`src/rtl/imem_dmem_arbiter.sv`:
```
// Shares one single-port, variable-latency memory between the fetch and data
// requesters of the pipeline; data wins by default, a starvation counter forces fetch progress.
module imem_dmem_arbiter #(
    parameter int AW         = 32,
    parameter int DW         = 32,
    parameter int STARVE_MAX = 4
) (
    input  logic          clk,
    input  logic          rst,
    input  logic          i_req,
    input  logic [AW-1:0] i_addr,
    output logic [DW-1:0] i_rdata,
    output logic          i_ack,
    input  logic          d_req,
    input  logic          d_we,
    input  logic [AW-1:0] d_addr,
    input  logic [DW-1:0] d_wdata,
    output logic [DW-1:0] d_rdata,
    output logic          d_ack,
    output logic          m_req,
    output logic          m_we,
    output logic [AW-1:0] m_addr,
    output logic [DW-1:0] m_wdata,
    input  logic [DW-1:0] m_rdata,
    input  logic          m_ready,
    output logic [1:0]    owner
);

    typedef enum logic [1:0] {
        IDLE   = 2'd0,
        BUSY_I = 2'd1,
        BUSY_D = 2'd2
    } state_t;

    localparam logic [3:0] STARVE_LIMIT = 4'(STARVE_MAX);

    state_t     state;
    logic [3:0] starve_cnt;
    logic       i_valid;
    logic       d_valid;
    logic       grant_d;

    // A requester still seeing its own ack is dropping that request, so it must not be re-granted.
    assign i_valid = i_req & ~i_ack;
    assign d_valid = d_req & ~d_ack;
    assign grant_d = d_valid & (~i_valid | (starve_cnt < STARVE_LIMIT));

    always_ff @(posedge clk) begin
        if (!rst) begin
            state      <= IDLE;
            starve_cnt <= 4'd0;
            m_req      <= 1'b0;
            m_we       <= 1'b0;
            m_addr     <= '0;
            m_wdata    <= '0;
            i_rdata    <= '0;
            d_rdata    <= '0;
            i_ack      <= 1'b0;
            d_ack      <= 1'b0;
            owner      <= 2'b00;
        end else begin
            i_ack <= 1'b0;
            d_ack <= 1'b0;
            case (state)
                IDLE: begin
                    if (grant_d) begin
                        state   <= BUSY_D;
                        m_req   <= 1'b1;
                        m_we    <= d_we;
                        m_addr  <= d_addr;
                        m_wdata <= d_wdata;
                        owner   <= 2'b10;
                        // Only grants that actually bypass a waiting fetch count toward starvation.
                        if (i_valid) begin
                            if (starve_cnt < STARVE_LIMIT) begin
                                starve_cnt <= starve_cnt + 4'd1;
                            end
                        end else if (!i_req) begin
                            starve_cnt <= 4'd0;
                        end
                    end else if (i_valid) begin
                        state      <= BUSY_I;
                        m_req      <= 1'b1;
                        m_we       <= 1'b0;
                        m_addr     <= i_addr;
                        m_wdata    <= '0;
                        owner      <= 2'b01;
                        starve_cnt <= 4'd0;
                    end else begin
                        m_req <= 1'b0;
                        owner <= 2'b00;
                    end
                end
                BUSY_I: begin
                    if (m_ready) begin
                        state   <= IDLE;
                        m_req   <= 1'b0;
                        owner   <= 2'b00;
                        i_rdata <= m_rdata;
                        i_ack   <= 1'b1;
                    end
                end
                BUSY_D: begin
                    if (m_ready) begin
                        state   <= IDLE;
                        m_req   <= 1'b0;
                        owner   <= 2'b00;
                        d_rdata <= m_rdata;
                        d_ack   <= 1'b1;
                    end
                end
                default: begin
                    state <= IDLE;
                    m_req <= 1'b0;
                    owner <= 2'b00;
                end
            endcase
        end
    end

endmodule

```
`config.mk`:
```
export PLATFORM = sky130hd
export DESIGN_NAME = imem_dmem_arbiter
export DESIGN_NICKNAME = d
export VERILOG_FILES = /design/src/rtl/imem_dmem_arbiter.sv
export SDC_FILE = /design/constraint.sdc
export NUM_CORES = 1
export LEC_CHECK = 0
export ABC_AREA = 0
export CORE_MARGIN = 8
export CORE_UTILIZATION = 40
export CTS_CLUSTER_DIAMETER = 150
export DETAILED_ROUTE_END_ITERATION = 8
export PLACE_DENSITY_LB_ADDON = 0.12
export SLEW_MARGIN = 20
export SYNTH_ARGS = -nofsm -noshare
export SYNTH_HDL_FRONTEND = slang
export SYNTH_SLANG_ARGS = --single-unit
```
`constraint.sdc`:
```
create_clock -name clk -period 2.9 [get_ports clk]
set_input_delay 0.58 -clock clk [delete_from_list [all_inputs] [get_ports clk]]
set_output_delay 0.58 -clock clk [all_outputs]
set_load 0.1 [all_outputs]
```
==> flow_summary.json, run 1 <==
{
  "status": "complete, no violations",
  "drv_cap": 0,
  "required_ns": 3.23,
  "hp-start": "i_rdata[10]",
  "grt_antenna_before_repair": 0,
  "grt_start_max_net_pins": 82,
  "p_leak_uw": 0.00344,
  "fp.dieH_um": 132,
  "ioPinCount": 268,
  "syn_area_sq_mm": 0.00541,
  "r2r_start": "state[0]",
  "yosysWarnings": 0,
  "finalSetupViolCount": 0,
  "synthTopCellsByArea": "dfxtp_1 (52%), nand2_1 (18%), a21boi_0 (8.9%)",
  "io_buffers": 267,
  "rows": 42,
  "tightest_slew_ns": 0.737,
  "numCtsBuffers": 17,
  "crit_path_max_incr_delay_ns": 0.48,
  "met1_usage_pct": 20.5,
  "power_density_mw_per_mm2": 732,
  "die_w_um": 132,
  "drt-pass1-iter-count": 4,
  "yosysUniqueCellTypes": 31,
  "n_antenna_cell": 0,
  "core_area_sq_mm": 0.0132,
  "area_growth_pct": 55.5,
  "fmax_mhz": 528,
  "fin_nets": 1039,
  "drive_gt1_share_pct": 19.9,
  "cpMaxStageDelayCell": "clkdlybuf4s50_1",
  "drt_iter0_markers": 301,
  "met2_usage_pct": 33.6,
  "avgRoutedWirePerCell_um": 16.2,
  "yosys.area.top_type": "dfxtp_1",
  "path_class": "in -> reg",
  "synth_nets": 795,
  "final_antenna_net_count": 0,
  "ys_ff_latch": 140,
  "avgSynthCellArea_sq_um": 8.23,
  "maxSlewViolCount": 0,
  "crit_path_end_kind": "flop",
  "clk_path_buf_depth": 2,
  "finalClockSkew_ns": 0.00729,
  "drt_wl_total_mm": 17.6,
  "syn_inst": 657,
  "grt_overflow_total": 0,
  "gp_congestion": 0.772,
  "post-synth-top-count-cell": "nand2_1",
  "synth_top_cell_area_share_pct": 51.8,
  "viasPerCell": 4.88,
  "pre_cts_ws_ns": 0.584,
  "post-cts-setup-buffers": 0,
  "drc": 0,
  "grt_pass1_vias": 5398,
  "postCtsResizedCells": 0,
  "start_util_pct": 40.8,
  "setup_tns_ns": 0,
  "worst_setup_path_start_kind": "input port",
  "critPathMaxFanout": 33,
  "clock_latency_ns": 0.41,
  "cts_sinks": 140,
  "cts.reportedPaths.clkPinSlew_ns": 0.06,
  "grt_usage_pct": 19.4,
  "place_hpwl_mm": 12.6,
  "synth_ff_type": "dfxtp_1",
  "dieArea_sq_mm": 0.0175,
  "hold_ws_ns": 0.461,
  "crit_arrival_ns": 2.22,
  "crit_start": "d_req",
  "cts_hold_buffers": 0,
  "synth_async_sr_flop_share_pct": 0,
  "cts-root-buf": "clkbuf_16",
  "finalCriticalPeriod_ns": 1.89,
  "relSlewSlack_pct": 50.9,
  "rsz0062_at_grt": "false",
  "vias": 5320,
  "grt-busiest-layer": "met2",
  "grt_pass1_wl_mm": 27.6,
  "finalCritPeriodShare_pct": 65.3,
  "h-tree-depth": 4,
  "synth_common_cells": "nand2_1 (263), dfxtp_1 (140), a21boi_0 (64), a31oi_1 (33), o22ai_1 (33)",
  "cts_tree": "done",
  "met3_usage_pct": 8.04,
  "reg2reg_slack_ns": 1.16,
  "hold_viol": 0,
  "crit_chain": "clkdlybuf4s50_1 -> and2b_1 -> o21a_1 -> buf_4 -> nand2_4 -> o22ai_1",
  "synth.yosys.seq_area_share_pct": 51.8,
  "num-fill-cells": 1142,
  "hold_path_class": "reg -> reg",
  "final.setup.worst_slack_ns": 1.01,
  "max-vdd-ir-drop_uv": 378,
  "synth_edf_count": 0
}
## state kept, by name (all words and copies together) (netlist names)
name and count:
d_ack 1, d_rdata 32, i_ack 1, i_rdata 32, m_addr 32, m_req 1, m_wdata 32, m_we 1
owner 2, starve_cnt 4, state 2
## cell families after synthesis
kind of cell	count (synthesis)	synth area share [%]
adder cells (fa/ha/maj)	4	0.926
buffers and inverters	55	5.14
multiplexers	2	0.393
AND/OR/NAND/NOR	285	20.9
flip-flops	140	51.8
AO/OA/AOI/OAI	171	20.8
## worst max-delay path, delay by kind of cell
| family | cells | cell delay (ns) |
|---|---|---|
| AO/OA/AOI/OAI | 2 | 0.45 |
| AND/OR/NAND/NOR | 2 | 0.43 |
| buffers and inverters | 2 | 0.75 |
## power by group
| part | internal [uW] | switching (uW) | leakage, uW | total [uW] |
|---|---|---|---|---|
| registers | 2070 | 75.8 | 0.00114 | 2140 |
| logic | 470 | 1350 | 0.00200 | 1820 |
| clock network | 1390 | 802 | 0.000299 | 2190 |
| total | 3930 | 2230 | 0.00344 | 6160 |
## per-layer routing
metal	part of all wire, %	up-vias	wire, um
li1	-	2674	-
met1	40	2443	7130
met2	50	180	8780
met3	7.7	23	1370
met4	2.1	0	364
met5	0	-	0
## worst paths after layout
path / to / cells after the start
hold reg to reg: i_rdata[10] / 2
setup reg to reg: m_addr[16] / 6
hold / removal: i_rdata[10] / 2
setup / recovery: m_wdata[3] / 6
## cell type report
class	instances	area [sq um]	share of cell area (%)
Clock inverter	12	145	1.73
Multi-Input combinational cell	462	2330	27.8
Timing Repair Buffer	278	2440	29.0
Inverter	2	7.51	0.0893
Sequential cell	140	2800	33.3
Clock buffer	20	457	5.43
Tap cell	176	220	2.62
## stage by stage
step                      power (uW)  instance area (sq um)  utilization, %  std cells
final                           6160                   8410            63.5       1090
after global routing            6370                   8410            63.5       1090
after CTS                       6200                   8410            63.5       1090
after detailed placement        4010                   7810            58.9       1058
after global placement          3980                   7810            58.9       1058
after floorplan                 3500                   5410               -        657
## cells in the final DEF (no fill, tap or decap)
cell and n:
a21boi_0 64, a21boi_4 1, a22o_1 2, a31oi_1 33, and2_1 4, and2b_1 1
and3_1 3, buf_12 2, buf_4 144, bufinv_16 3, clkbuf_1 1, clkbuf_16 17
clkbuf_8 2, clkdlybuf4s50_1 132, clkinv_2 6, clkinv_4 2, clkinvlp_4 1, dfxtp_1 140
ha_1 4, inv_1 2, mux2_2 1, mux2i_1 1, nand2_1 263, nand2_4 1
nand2b_1 1, nand2b_4 1, nand3_1 2, nand4b_1 1, nor2_1 3, nor2b_1 3
nor3_1 1, nor3b_1 1, o21a_1 3, o21ai_0 31, o21ai_1 3, o21ai_2 1
o22ai_1 33
Power figures use the tool's default switching activity.
==> inputs of run 2 (changes only) <==
--- a/config.mk
+++ b/config.mk
@@ -7,7 +7,7 @@
 export LEC_CHECK = 0
 export ABC_AREA = 0
 export CORE_MARGIN = 8
-export CORE_UTILIZATION = 40
+export CORE_UTILIZATION = 36
 export CTS_CLUSTER_DIAMETER = 150
 export DETAILED_ROUTE_END_ITERATION = 8
 export PLACE_DENSITY_LB_ADDON = 0.12
==> constraint.sdc (replaced) <==
create_clock -name clk -period 1.6 [get_ports clk]
set_input_delay 0.32 -clock clk [delete_from_list [all_inputs] [get_ports clk]]
set_output_delay 0.32 -clock clk [all_outputs]
set_load 0.1 [all_outputs]
==> flow_summary.json, run 2 (synthesis gave the netlist of run 1 again) <==
{
  "finalCriticalPeriod_ns": 1.46,
  "grt_overflow_total": 0,
  "fmax_mhz": 686,
  "path_class": "reg -> reg",
  "cts_tree": "done",
  "required_ns": 1.90,
  "final.setup.worst_slack_ns": 0.141,
  "place_inst": 1073,
  "fin_nets": 1046,
  "numCtsBuffers": 17,
  "critPathMaxFanout": 5,
  "start_util_pct": 37.1,
  "final_antenna_net_count": 0,
  "final_cell_mix": "nand2_1 (263), buf_12 (148), dfxtp_1 (138)",
  "grt_pass1_vias": 5486,
  "cts-root-buf": "clkbuf_16",
  "gp_congestion": 0.794,
  "n_antenna_cell": 0,
  "clk_path_buf_depth": 2,
  "place_hpwl_mm": 13.6,
  "cts.reportedPaths.clkPinSlew_ns": 0.06,
  "grt_antenna_before_repair": 0,
  "hold_viol": 0,
  "h-tree-depth": 4,
  "drt_wl_total_mm": 18.1,
  "ioPinCount": 268,
  "post-cts-setup-buffers": 0,
  "clock_latency_ns": 0.42,
  "die_w_um": 139,
  "hold_path_class": "in -> reg",
  "crit_path_end_kind": "flop",
  "max-vdd-ir-drop_uv": 674,
  "drt_iter0_markers": 268,
  "core_area_sq_mm": 0.0146,
  "whs_path_depth": 3,
  "drv_cap": 0,
  "io_buffers": 267,
  "drive_gt1_share_pct": 20.8,
  "grt_pass1_wl_mm": 29.1,
  "drt-pass1-iter-count": 4,
  "setup_tns_ns": 0,
  "status": "complete, no violations",
  "worst_r2r_path_depth": 6,
  "dieArea_sq_mm": 0.0192,
  "viasPerCell": 4.90,
  "maxSlewViolCount": 0,
  "p_leak_uw": 0.00392,
  "fp.dieH_um": 139,
  "grt_usage_pct": 18.5,
  "crit_arrival_ns": 1.75,
  "power_density_mw_per_mm2": 1150,
  "finalCritPeriodShare_pct": 91.2,
  "fin_cells": 1105,
  "finalSetupViolCount": 0,
  "worst_setup_path_start_kind": "flop",
  "drc": 0,
  "cts_hold_buffers": 0,
  "rsz0062_at_grt": "false",
  "postCtsResizedCells": 0,
  "pre_cts_ws_ns": -0.206,
  "relSlewSlack_pct": 81.7,
  "vias": 5411,
  "rows": 44,
  "p_total_uw": 11800,
  "final_common_cell": "nand2_1",
  "finalClockSkew_ns": 0.0101,
  "avgRoutedWirePerCell_um": 16.4,
  "hold_ws_ns": 0.265,
  "tightest_slew_ns": 0.274,
  "grt_start_max_net_pins": 65,
  "area_growth_pct": 90.3,
  "cts_sinks": 140
}
-- run 2: power breakdown --
group / switching (uW) / internal (uW) / leakage (uW) / total [uW]
registers: 259 / 3750 / 0.00115 / 4000
clock network: 1470 / 2340 / 0.000275 / 3810
logic: 2480 / 1550 / 0.00250 / 4030
total: 4210 / 7640 / 0.00392 / 11800
-- run 2: final cells by class --
cell class	count	area, sq um
clock buffer	22	495
clock inverter	10	87.6
fill	1066	4300
inverter	2	7.51
multi-input combinational	462	2340
sequential	140	2810
tap	184	230
timing repair buffer	285	4320
-- run 2: worst max-delay path: stages, from the launching register on --
cell and delay (ns):
dfxtp_1 0.32, inv_1 0.10, ha_1 0.21, buf_4 0.16
o21ai_0 0.10, and2_1 0.20, mux2_2 0.26
-- run 2: path summary, 6_finish.rpt --
check	startpoint	to	slack, ns
setup / recovery	state[0]	starve_cnt[0]	0.14
hold / removal	rst	m_addr[25]	0.26
setup reg to reg	state[0]	starve_cnt[0]	0.14
hold reg to reg	starve_cnt[2]	starve_cnt[2]	0.48
-- run 2: metal layers --
layer,vias to the layer above,part of all wire (%),GRT usage [%]
li1,2694,-,-
met5,-,0,0
met1,2497,38,19.9
met2,199,51,31.9
met4,0,1.6,6.64
met3,21,9.5,7.81
-- run 2: through the flow --
stage / utilization, % / cell area (sq um)
floorplan: - / 5410
global placement: 66.5 / 9700
detailed placement: 66.5 / 9700
CTS: 70.5 / 10300
global route: 70.5 / 10300
finish: 70.5 / 10300
==> edit: new RTL, config.mk and constraints of run 2 <==
Set the parameter `AW` to 16 (it was 32).
--- a/src/rtl/imem_dmem_arbiter.sv
+++ b/src/rtl/imem_dmem_arbiter.sv
@@ -1,7 +1,7 @@
 // Shares one single-port, variable-latency memory between the fetch and data
 // requesters of the pipeline; data wins by default, a starvation counter forces fetch progress.
 module imem_dmem_arbiter #(
-    parameter int AW         = 32,
+    parameter int AW         = 16,
     parameter int DW         = 32,
     parameter int STARVE_MAX = 4
 ) (
Ports: changed (resized d_addr, i_addr and m_addr); port bits go from 268 to 220. The function was not compared with the original's and may differ.
==> edit against run 2 <==
- maximum frequency shrank 1.3%
- sequential cell count shrank 16
- area after synthesis decreased by 13%
- final area decreased by 13%
- setup slack worse by 0.019 ns
- synthesized cell count fell by 13%
- global-route usage is 0.25 points higher
- highest routed layer unchanged
- wire length is 12% lower
- total power down 13%
- critical path type unchanged
- combinational power decreased by 22%
- sequential power is 13% lower
- via count down 15%
- clock skew is 0.0044 ns lower
==> edit: results (changes against run 2) <==
Worst Skew=0.00565 ns (-0.00443 ns); hold depth=2 (-1); worst hold margin=0.365 ns (+0.100 ns); drt first-iter violations=220 (-18%); Worst Tran Pin Value=0.416 ns (+0.142 ns); length of routed met2 wiring=7730 um (-16%); ratio of cells with drive above 1 in the final layout=22.6% (+1.7 points); pre-CTS setup slack=-0.245 ns (-0.0389 ns); Routability Congestion=0.760 (-4.3%); placed inst area=8390 um2 (-14%); gr usage total=18.8% (+0.25 points); peak supply drop=0.000722 V (+7.2%); Post-synth top cells=nand2_1 (183), dfxtp_1 (124), a21boi_0 (64), nand3_1 (35), a21oi_1 (32); DR vias=4599 (-15%); cells on worst reg2reg path=5 (-1); P_seq=3490 uW (-13%); minimum clock period=1.48 ns (+0.0191 ns); status=completed; Worst Hold End=owner[0]; Metal-1 WL=6170 um (-10%); Sw Ratio=34.2% (-1.4 points); mux share of post-synthesis cell area=0.238% (-0.16 points); met3 usage=10.3% (+2.5 points); register area share after synthesis=52.5% (+0.70 points); main area contributors after synthesis=dfxtp_1 (53%), nand2_1 (15%), a21boi_0 (10%); first-pass GRT wire length=24800 um (-15%); Post-Synthesis Net Count=675 (-15%)
-- edit: changes by cell type in the layout (fill, tap and decap cells not counted), sizes merged, moves of 14 or more --
cell           before  now
a21oi               0   32
nand2             264  184
o22ai              33    0
buf               153  139
clkdlybuf4s50     132  100
o21ai              35   54
a31oi              33    1
nand3               2   35
dfxtp             140  124
-- edit: final cells by class --
class                           instances  area (um2)
Clock buffer                           20         447
Timing Repair Buffer                  239        3620
Multi-Input combinational cell        400        2060
Sequential cell                       124        2490
Tap cell                              176         220
Fill cell                            1041        4070
Clock inverter                         12         123
Inverter                                2        7.51
-- edit: stage by stage --
stage               total power (uW)  cells
floorplan                       5300    569
global placement                6660    941
detailed placement              6700    941
CTS                            10400    973
global route                   10700    973
finish                         10300    973
-- edit: timing repair --
item / 4_1_cts / 5_1_grt
gates resized for setup: 0 / 2
setup endpoints to repair: 0 / 15
setup buffers: 0 / 0
